==> config.mk <==
export PLATFORM = sky130hd
export DESIGN_NAME = audio_playback_deserializer
export DESIGN_NICKNAME = d
export VERILOG_FILES = /design/src/rtl/audio_pkg.sv /design/src/rtl/bit_tick_generator.sv /design/src/rtl/audio_playback_deserializer.sv
export SDC_FILE = /design/constraint.sdc
export NUM_CORES = 1
export LEC_CHECK = 0
export CAP_MARGIN = 20
export CORE_MARGIN = 8
export CORE_UTILIZATION = 58
export DETAILED_ROUTE_END_ITERATION = 10
export GPL_TIMING_DRIVEN = 0
export PLACE_DENSITY_LB_ADDON = 0.08
export SYNTH_ARGS = -nofsm -noshare
export SYNTH_HDL_FRONTEND = slang
export SYNTH_SLANG_ARGS = --single-unit
==> constraint.sdc <==
create_clock -name clock_i -period 2.45 [get_ports clock_i]
set_input_delay 0.245 -clock clock_i [delete_from_list [all_inputs] [get_ports clock_i]]
set_output_delay 0.245 -clock clock_i [all_outputs]
set_load 0.1 [all_outputs]
==> src/rtl/audio_pkg.sv <==
// Shared definitions for the audio playback/record datapath.
package audio_pkg;

  localparam int WORD_LENGTH = 16;

  typedef enum logic [1:0] {
    IDLE  = 2'd0,
    PRIME = 2'd1,
    SHIFT = 2'd2
  } deserializer_state_t;

endpackage

==> src/rtl/bit_tick_generator.sv <==
// Free-running divider: tick_o is high for one cycle every CLOCK_DIVIDE cycles
// while clear_i is low; clear_i holds the count at zero.
module bit_tick_generator #(
  parameter int CLOCK_DIVIDE = 40
) (
  input  logic clock_i,
  input  logic reset_i,
  input  logic clear_i,
  output logic tick_o
);

  localparam int CNT_W = $clog2(CLOCK_DIVIDE);
  localparam logic [CNT_W-1:0] LAST = CNT_W'(CLOCK_DIVIDE - 1);

  logic [CNT_W-1:0] count_q;
  logic [CNT_W-1:0] count_d;

  // next divider count: clear, wrap at the last count, otherwise advance
  always_comb begin
    count_d = count_q;
    if (clear_i) begin
      count_d = '0;
    end else if (count_q == LAST) begin
      count_d = '0;
    end else begin
      count_d = count_q + CNT_W'(1);
    end
  end

  // divider count register
  always_ff @(posedge clock_i or negedge reset_i) begin
    if (!reset_i) begin
      count_q <= '0;
    end else begin
      count_q <= count_d;
    end
  end

  assign tick_o = (count_q == LAST);

endmodule

==> src/rtl/audio_playback_deserializer.sv <==
// Playback deserializer: primes one word from the selected bank, then streams
// words MSB-first at CLOCK_DIVIDE cycles per bit through a one-word holding buffer.
module audio_playback_deserializer_checker (
  input logic clock_i,
  input logic reset_i,
  input logic boundary_i,
  input logic holding_valid_i
);

  holding_ready_at_boundary: assert property (
    @(posedge clock_i) disable iff (!reset_i) boundary_i |-> holding_valid_i);

endmodule

module audio_playback_deserializer #(
  parameter int WORD_LENGTH  = audio_pkg::WORD_LENGTH,
  parameter int CLOCK_DIVIDE = 40,
  parameter int MEM_LATENCY  = 1
) (
  input  logic                   clock_i,
  input  logic                   reset_i,
  input  logic                   enable_i,
  input  logic [WORD_LENGTH-1:0] memory_data_i,
  output logic                   word_request_o,
  output logic                   done_o,
  output logic                   audio_pwm_o,
  output logic                   audio_sd_o
);

  import audio_pkg::*;

  localparam int BIT_W   = $clog2(WORD_LENGTH);
  localparam int PRIME_W = (MEM_LATENCY > 1) ? $clog2(MEM_LATENCY) : 1;
  localparam int CAP_W   = $clog2(MEM_LATENCY + 1);
  localparam logic [BIT_W-1:0]   LAST_BIT   = BIT_W'(WORD_LENGTH - 1);
  localparam logic [PRIME_W-1:0] LAST_PRIME = PRIME_W'(MEM_LATENCY - 1);
  localparam logic [CAP_W-1:0]   CAP_START  = CAP_W'(MEM_LATENCY);

  deserializer_state_t state_q, state_d;
  logic [WORD_LENGTH-1:0] shift_q, shift_d;
  logic [WORD_LENGTH-1:0] hold_q, hold_d;
  logic                   hold_vld_q, hold_vld_d;
  logic [BIT_W-1:0]       bit_cnt_q, bit_cnt_d;
  logic [PRIME_W-1:0]     prime_cnt_q, prime_cnt_d;
  logic                   cap_pend_q, cap_pend_d;
  logic [CAP_W-1:0]       cap_cnt_q, cap_cnt_d;
  logic                   word_req_q, word_req_d;
  logic                   done_q, done_d;
  logic                   pwm_q, pwm_d;
  logic                   sd_q, sd_d;

  logic bit_tick_s;
  logic clear_s;
  logic boundary_s;

  assign clear_s    = (state_q != SHIFT) || !enable_i;
  assign boundary_s = (state_q == SHIFT) && enable_i && bit_tick_s && (bit_cnt_q == LAST_BIT);

  bit_tick_generator #(
    .CLOCK_DIVIDE(CLOCK_DIVIDE)
  ) u_bit_tick (
    .clock_i (clock_i),
    .reset_i (reset_i),
    .clear_i (clear_s),
    .tick_o  (bit_tick_s)
  );

  audio_playback_deserializer_checker u_checker (
    .clock_i         (clock_i),
    .reset_i         (reset_i),
    .boundary_i      (boundary_s),
    .holding_valid_i (hold_vld_q)
  );

  // next-state, datapath and output computation
  always_comb begin
    state_d     = state_q;
    shift_d     = shift_q;
    hold_d      = hold_q;
    hold_vld_d  = hold_vld_q;
    bit_cnt_d   = bit_cnt_q;
    prime_cnt_d = prime_cnt_q;
    cap_pend_d  = cap_pend_q;
    cap_cnt_d   = cap_cnt_q;
    word_req_d  = 1'b0;
    done_d      = 1'b0;

    case (state_q)
      IDLE: begin
        if (enable_i) begin
          state_d = PRIME;
        end else begin
          state_d = IDLE;
        end
      end
      PRIME: begin
        if (!enable_i) begin
          state_d = IDLE;
        end else if (prime_cnt_q == LAST_PRIME) begin
          shift_d     = memory_data_i;
          word_req_d  = 1'b1;
          prime_cnt_d = '0;
          bit_cnt_d   = '0;
          state_d     = SHIFT;
        end else begin
          prime_cnt_d = prime_cnt_q + PRIME_W'(1);
        end
      end
      SHIFT: begin
        if (!enable_i) begin
          state_d = IDLE;
        end else begin
          // the request just issued makes new data valid MEM_LATENCY+1 cycles later
          if (word_req_q) begin
            cap_pend_d = 1'b1;
            cap_cnt_d  = CAP_START;
          end else if (cap_pend_q && (cap_cnt_q == '0)) begin
            hold_d     = memory_data_i;
            hold_vld_d = 1'b1;
            cap_pend_d = 1'b0;
          end else if (cap_pend_q) begin
            cap_cnt_d = cap_cnt_q - CAP_W'(1);
          end else begin
            cap_cnt_d = cap_cnt_q;
          end

          if (boundary_s) begin
            shift_d    = hold_q;
            hold_vld_d = 1'b0;
            bit_cnt_d  = '0;
            word_req_d = 1'b1;
            done_d     = 1'b1;
          end else if (bit_tick_s) begin
            shift_d   = {shift_q[WORD_LENGTH-2:0], 1'b0};
            bit_cnt_d = bit_cnt_q + BIT_W'(1);
          end else begin
            shift_d = shift_q;
          end
        end
      end
      default: begin
        state_d = IDLE;
      end
    endcase

    if (state_d == IDLE) begin
      shift_d     = '0;
      hold_d      = '0;
      hold_vld_d  = 1'b0;
      bit_cnt_d   = '0;
      prime_cnt_d = '0;
      cap_pend_d  = 1'b0;
      cap_cnt_d   = '0;
      word_req_d  = 1'b0;
      done_d      = 1'b0;
    end else begin
      hold_vld_d = hold_vld_d;
    end

    pwm_d = (state_d == SHIFT) ? shift_d[WORD_LENGTH-1] : 1'b0;
    sd_d  = (state_d != IDLE);
  end

  // state, datapath and registered-output flops
  always_ff @(posedge clock_i or negedge reset_i) begin
    if (!reset_i) begin
      state_q     <= IDLE;
      shift_q     <= '0;
      hold_q      <= '0;
      hold_vld_q  <= 1'b0;
      bit_cnt_q   <= '0;
      prime_cnt_q <= '0;
      cap_pend_q  <= 1'b0;
      cap_cnt_q   <= '0;
      word_req_q  <= 1'b0;
      done_q      <= 1'b0;
      pwm_q       <= 1'b0;
      sd_q        <= 1'b0;
    end else begin
      state_q     <= state_d;
      shift_q     <= shift_d;
      hold_q      <= hold_d;
      hold_vld_q  <= hold_vld_d;
      bit_cnt_q   <= bit_cnt_d;
      prime_cnt_q <= prime_cnt_d;
      cap_pend_q  <= cap_pend_d;
      cap_cnt_q   <= cap_cnt_d;
      word_req_q  <= word_req_d;
      done_q      <= done_d;
      pwm_q       <= pwm_d;
      sd_q        <= sd_d;
    end
  end

  assign word_request_o = word_req_q;
  assign done_o         = done_q;
  assign audio_pwm_o    = pwm_q;
  assign audio_sd_o     = sd_q;

endmodule

After elaboration in Yosys (flattened, before gate mapping)
Cells that the tools add are included.
- flip-flop bits (word level): 51
- bits in latches: 0
- RAM bits: 0
- bits in read-only memories: 0
- bits of input ports: 19
- output and inout port bits: 4
- word-level logic and storage cells: 101
- memories: 0
- add/subtract/negate cells: 4
- multipliers: 0
- divide/modulo/power cells: 0
- $lt $le $gt $ge: 0
- equality and inequality tests: 12
- shift operators: 0
- muxes and demuxes: 50
- bitwise operators: 1
- reductions and logical operators: 21
- operator list (kind ; count):
    $mux 16 ; 11
    $pmux 16 s2 ; 1
    $mux 1 ; 24
    $mux 4 ; 6
    $mux 6 ; 2
    $reduce_bool 2->1 ; 5
    $reduce_bool 3->1 ; 3
    $pmux 4 s2 ; 1
    $reduce_and 4->1 ; 2
    $add 6x1->6 const B ; 1
    $eq 6x6->1 const B ; 1
    $mux 2 ; 3
    $ne 3x2->1 const B ; 2
    $ne 3x3->1 const B ; 2
    $pmux 2 s3 ; 1
    $reduce_and 5->1 ; 1
    $add 4x1->4 const B ; 1
    $eq 2x2->1 const B ; 2
    $eq 4x4->1 const B ; 1
    $logic_and 1x1->1 ; 4
    $logic_not 2->1 ; 2
    $ne 4x3->1 const B ; 1
    $reduce_and 3->1 ; 1
    $eq 2x1->1 const B ; 1
    other kinds (9) ; 9

Logic depth before layout (Yosys ltp)
- depth after elaboration: 9
- gate-level depth with buffers: 9
- depth with buffers taken out: 7

Modules after synthesis
From an unflattened synthesis, not the netlist that was laid out.
- cells, all modules: 206
- area, all modules: 2331.0 um2
- modules (own cells, without submodules) (module ; times used ; cells an instance ; area each (um2) ; sequential area each (um2)):
    audio_playback_deserializer ; 1 ; 183 ; 2063.2 ; 1101.1
    bit_tick_generator ; 1 ; 23 ; 267.8 ; 150.1

Least setup slack after synthesis
Ideal clock, no wire load.
- path type: reg2reg
- start: reg word_req_q, in the netlist word_request_o
- end: reg hold_q[12]
- setup time: 128 ps
- arrival: 1799 ps
- required time: 2322 ps
- path slack: 523 ps
- cell stages (with the launch flop): 5
- buffers on the path: 1
- clock period less this slack: 1927 ps
- cells stage by stage: dfrtp_1 and4bb_2 a211oi_2 buf_2 o21ai_0
- longest elaborated chain between the ends: 2
- ends and longest elaborated chain (item ; RTL line ; RTL):
    start, declared ; audio_playback_deserializer.sv:47 ; logic word_req_q, word_req_d;
    start signal, assigned ; audio_playback_deserializer.sv:188 ; word_req_q <= word_req_d;
    $ne 2x1->1 (no source line) ; - ;
    $reduce_and 4->1 (no source line) ; - ;
    end signal, assigned ; audio_playback_deserializer.sv:182 ; hold_q <= hold_d;
    end, declared ; audio_playback_deserializer.sv:41 ; logic [WORD_LENGTH-1:0] hold_q, hold_d;
No other way between the ends.
A chain may end at the register's enable or synchronous reset.

Worst setup path in the final report
- start: reg word_req_q, in the netlist word_request_o
- end: out word_request_o
- RTL lines (item ; RTL line ; RTL):
    end, declared ; audio_playback_deserializer.sv:24 ; output logic word_request_o,
No word-level cell between the ends.

==> metrics list <==
- The flow ran to the end, and the final reports show no timing, DRC or antenna violations.
* WL/cell: 17.1 um
- The synthesized design contains 50 register bits.
- A synthesized cell averages 9.92 um^2.
- Clock-pin slew was measured on the worst setup and hold paths at 0.09 ns.
- Using the TritonRoute via totals, the vias-per-cell ratio works out to 5.87.
- The biggest area contributor in the post-synthesis netlist is sky130_fd_sc_hd__dfrtp_1.
- Buffer type at the clock tree root: sky130_fd_sc_hd__clkbuf_8
- Maximum level of the CTS H-tree: 2
* Starting utilization of the core area: 58.8%
- The final layout contains routed wiring with a total length of 6780 um.
- DRT iter0 DRCs: 125
- The worst register-to-register path begins at state_q[0]$_DFF_PN0_.
- Sequential cells were found to cover 42.5% of the synthesized design area.
* CTS sink cnt: 50
* Crit. End Element: output port
- Depth of the worst register-to-register path: 8
- The min-delay analysis places its worst path in the category primary input to flop.
- Routed vias: 2331
- Area fraction of the dominant cell type after synthesis: 42.5%
- Cell Area, Synth: 2950 um^2
- Die span in x: 87.3 um
* Setup slack on the worst flop-to-flop path: 0.40 ns
* Least-Margin Pin Slew: 0.974 ns
* Count of pins on the block boundary: 23
- Portion of netlist area occupied by mux cells: 0%
- Measured along the y axis, the die boundary spans 87.3 um.
- The worst hold path passes through 3 cells.
* Total power density per cell area: 563 nW/um^2
* Total routing usage reported by global routing: 19.5%
- Later-pin clock latency in the skew report: 0.30 ns
* Number of failing setup endpoints in the final timing report: 0
- The final-report max-slew violation count came to 0.
- Yosys printed 0 warnings.
- Counting every instance in the synthesized netlist gives 297.
- The netlist uses 54 different library cells.
- The worst hold path terminates at audio_pwm_o$_DFF_PN0_.
- Based on the critical path, the design can be clocked at up to 483 MHz.
- The number of nets in the synthesized netlist is 322.
- Sorting the synthesized cells by how often they occur yields sky130_fd_sc_hd__dfrtp_1, sky130_fd_sc_hd__nand2_1, sky130_fd_sc_hd__nand3_1.
- After global routing the overflow that remains totals 0.
* Final Util: 66.8%
- Among cell families on the critical path, the largest total delay comes from buffers and inverters.
- Relative to the synthesized area, the layout overhead comes to 13.5%.
- Fraction of final layout cells with drive strength greater than 1: 17.7%
* Maximum count of clock buffers along a single path: 2
- Top area cells in the synthesized netlist: sky130_fd_sc_hd__dfrtp_1, sky130_fd_sc_hd__a311oi_2, sky130_fd_sc_hd__nand2_1, sky130_fd_sc_hd__nand3_1, sky130_fd_sc_hd__and3_1
- The number of antenna violations at the first check in global routing came to 0.
- CP Max Fanout: 3
- Global routing met1 resource utilization: 28.5%
- Number of maximum-capacitance violations: 0
- The finished layout holds 397 standard cells, fillers aside.
- Pin count of the biggest net entering global routing: 40
- Leakage component of the power: 1.40 nW
- On the worst path, the slowest cell contributes a delay of 1.15 ns.
* Worst Min Path Start: enable_i
- Antenna violation net count after detailed routing: 0
- Number of iterations in the first detailed-routing pass: 4
* First-pass GRT wire length: 11800 um
* Via count of the first global-routing pass: 2298
* Die Outline Area: 7620 um^2
* GRT met2 Usage: 27.9%
* Met3 track demand over resource: 4.15%
- At the worst endpoint, the required time is 2.20 ns.
* Total buffers and inverters traversed by the critical path: 1
- Routability-driven placement finished with a final weighted congestion of 0.844.
- Final nets: 352
- Setup repair after global routing left no endpoint under its margin.
- Number of hold violations in the final report: 0
* Arrival time at the worst endpoint: 1.83 ns
* Cell chain of the critical path: clkdlybuf4s50_1
- TritonCTS built the clock tree.
- Post-layout worst setup margin: 0.379 ns
- Critical path class: flop to output port
- Minimum period implied by the final worst setup slack: 2.07 ns
- Number of synthesized flops with an enable pin: 0
* Maximum resistive drop on vdd: 0.389 mV
* Top Usage Layer GRT: met1
- # DRC: 0
* Count of antenna diodes in the layout: 0
- Worst reg2reg endpoint: shift_q[2]$_DFFE_PN0P_
- Among all flip-flop cells after synthesis, the most frequent one is sky130_fd_sc_hd__dfrtp_1.
- Xor and xnor fraction of the mapped netlist area: 1.19%
* Post-CTS resize count: 0
- In this run, CTS created clock tree buffers numbering 5.
* Detailed Place HPWL: 5000 um
- Adder-cell share of the synthesized area: 2.55%
* Rel. slew slack: 34.9%
- Share of synthesized cell area in and, or, nand and nor gates: 22.6%
- The tightest hold path in the finished design has a slack of 0.304 ns.
- Total power for the finished layout comes to 1.88 mW.
- Port buffering added 21 buffers.
- Type of origin of the critical path: flop
* Compound-Gate Fraction of Synth Area: 24.6%
* Standard cell with the maximum stage delay on the critical path: sky130_fd_sc_hd__clkdlybuf4s50_1
* Combinational family with the most area after synthesis: compound AO/OA/AOI/OAI gates
- After synthesis, the share of flip-flops with an asynchronous set or reset is 100%.
- For the final database, setup skew stands at 0.00751 ns.
- Final Cycle Share: 84.5%
- Area of the core region: 5010 um^2
* Post-placement worst setup slack: 0.452 ns
- Yosys instantiated no cell more often than sky130_fd_sc_hd__dfrtp_1.
- Counting tap cells, the placed design contains a total of 389 instances.
- The floorplan has 26 rows.
## cells in the final DEF (no fill, tap or decap), types with 7 or more instances in the layout
cell                              count
sky130_fd_sc_hd__clkdlybuf4s50_1     20
sky130_fd_sc_hd__and3_1              15
sky130_fd_sc_hd__o21ai_0             18
sky130_fd_sc_hd__nand3_1             25
sky130_fd_sc_hd__a21boi_0            12
sky130_fd_sc_hd__buf_2                8
sky130_fd_sc_hd__a311oi_2            11
sky130_fd_sc_hd__dfrtp_1             50
sky130_fd_sc_hd__buf_6                7
sky130_fd_sc_hd__nand2_1             40
sky130_fd_sc_hd__o21ai_1             17
sky130_fd_sc_hd__nor2_1              13
sky130_fd_sc_hd__nor3_1              14
## report_power, final
group | switching, mW | internal [mW]
clock | 0.258 | 0.197
sequential | 0.0426 | 0.895
combinational | 0.306 | 0.183
total | 0.607 | 1.28
## cell families (layout without fill, tap and decap cells)
family / count (synthesis) / after routing
AO/OA/AOI/OAI: 85 / 85
adder cells (fa/ha/maj): 6 / 6
XOR/XNOR: 4 / 4
buffers and inverters: 31 / 61
flip-flops: 50 / 50
AND/OR/NAND/NOR: 121 / 121
## sequential cells by signal (all words and copies together) (netlist names)
register and count:
audio_pwm_o 1, word_request_o 1, hold_q 16, state_q 2, cap_pend_q 1, audio_sd_o 1
done_o 1, bit_cnt_q 4, shift_q 16, u_bit_tick.count_q 6, cap_cnt_q 1
## layer usage
| metal | vias to the layer above | wire [um] |
|---|---|---|
| met5 | - | 0 |
| met4 | 0 | 62 |
| met3 | 9 | 393 |
| met2 | 61 | 2910 |
| met1 | 1123 | 3420 |
| li1 | 1138 | - |
## worst max path at each step
stage,from,end,slack [ns],cells past startpoint
2_1_floorplan,word_request_o$_DFF_PN0_,hold_q[12]$_DFFE_PN0P_,0.52,4
3_3_place_gp,reset_i,hold_q[7]$_DFFE_PN0P_,-0.37,1
3_5_place_dp,state_q[0]$_DFF_PN0_,shift_q[2]$_DFFE_PN0P_,0.45,8
4_1_cts,word_request_o$_DFF_PN0_,word_request_o,0.36,1
5_1_grt,state_q[0]$_DFF_PN0_,shift_q[2]$_DFFE_PN0P_,0.24,8
6_report,word_request_o$_DFF_PN0_,word_request_o,0.38,1
## through the flow
step                TNS (ns)  instance area, um^2
global placement      -18.11                 3240
floorplan                  0                 2950
CTS                        0                 3350
detailed placement         0                 3260
finish                     0                 3350
global route               0                 3350
## what timing repair did
item,in CTS,in global routing
endpoints found under the hold margin,11,0
setup buffers,0,0
hold buffers,1,0
## cell type report
cell class              instances  area [um^2]
flip-flops and latches         50         1250
plain buffers                  23          164
multi-input cells             216         1500
repair buffers                 23          235
inverters                       8         30.0
fillers                       444         1660
clock buffers                   7         76.3
well taps                      70         87.6
No activity file was read; power rests on OpenSTA's default activity.
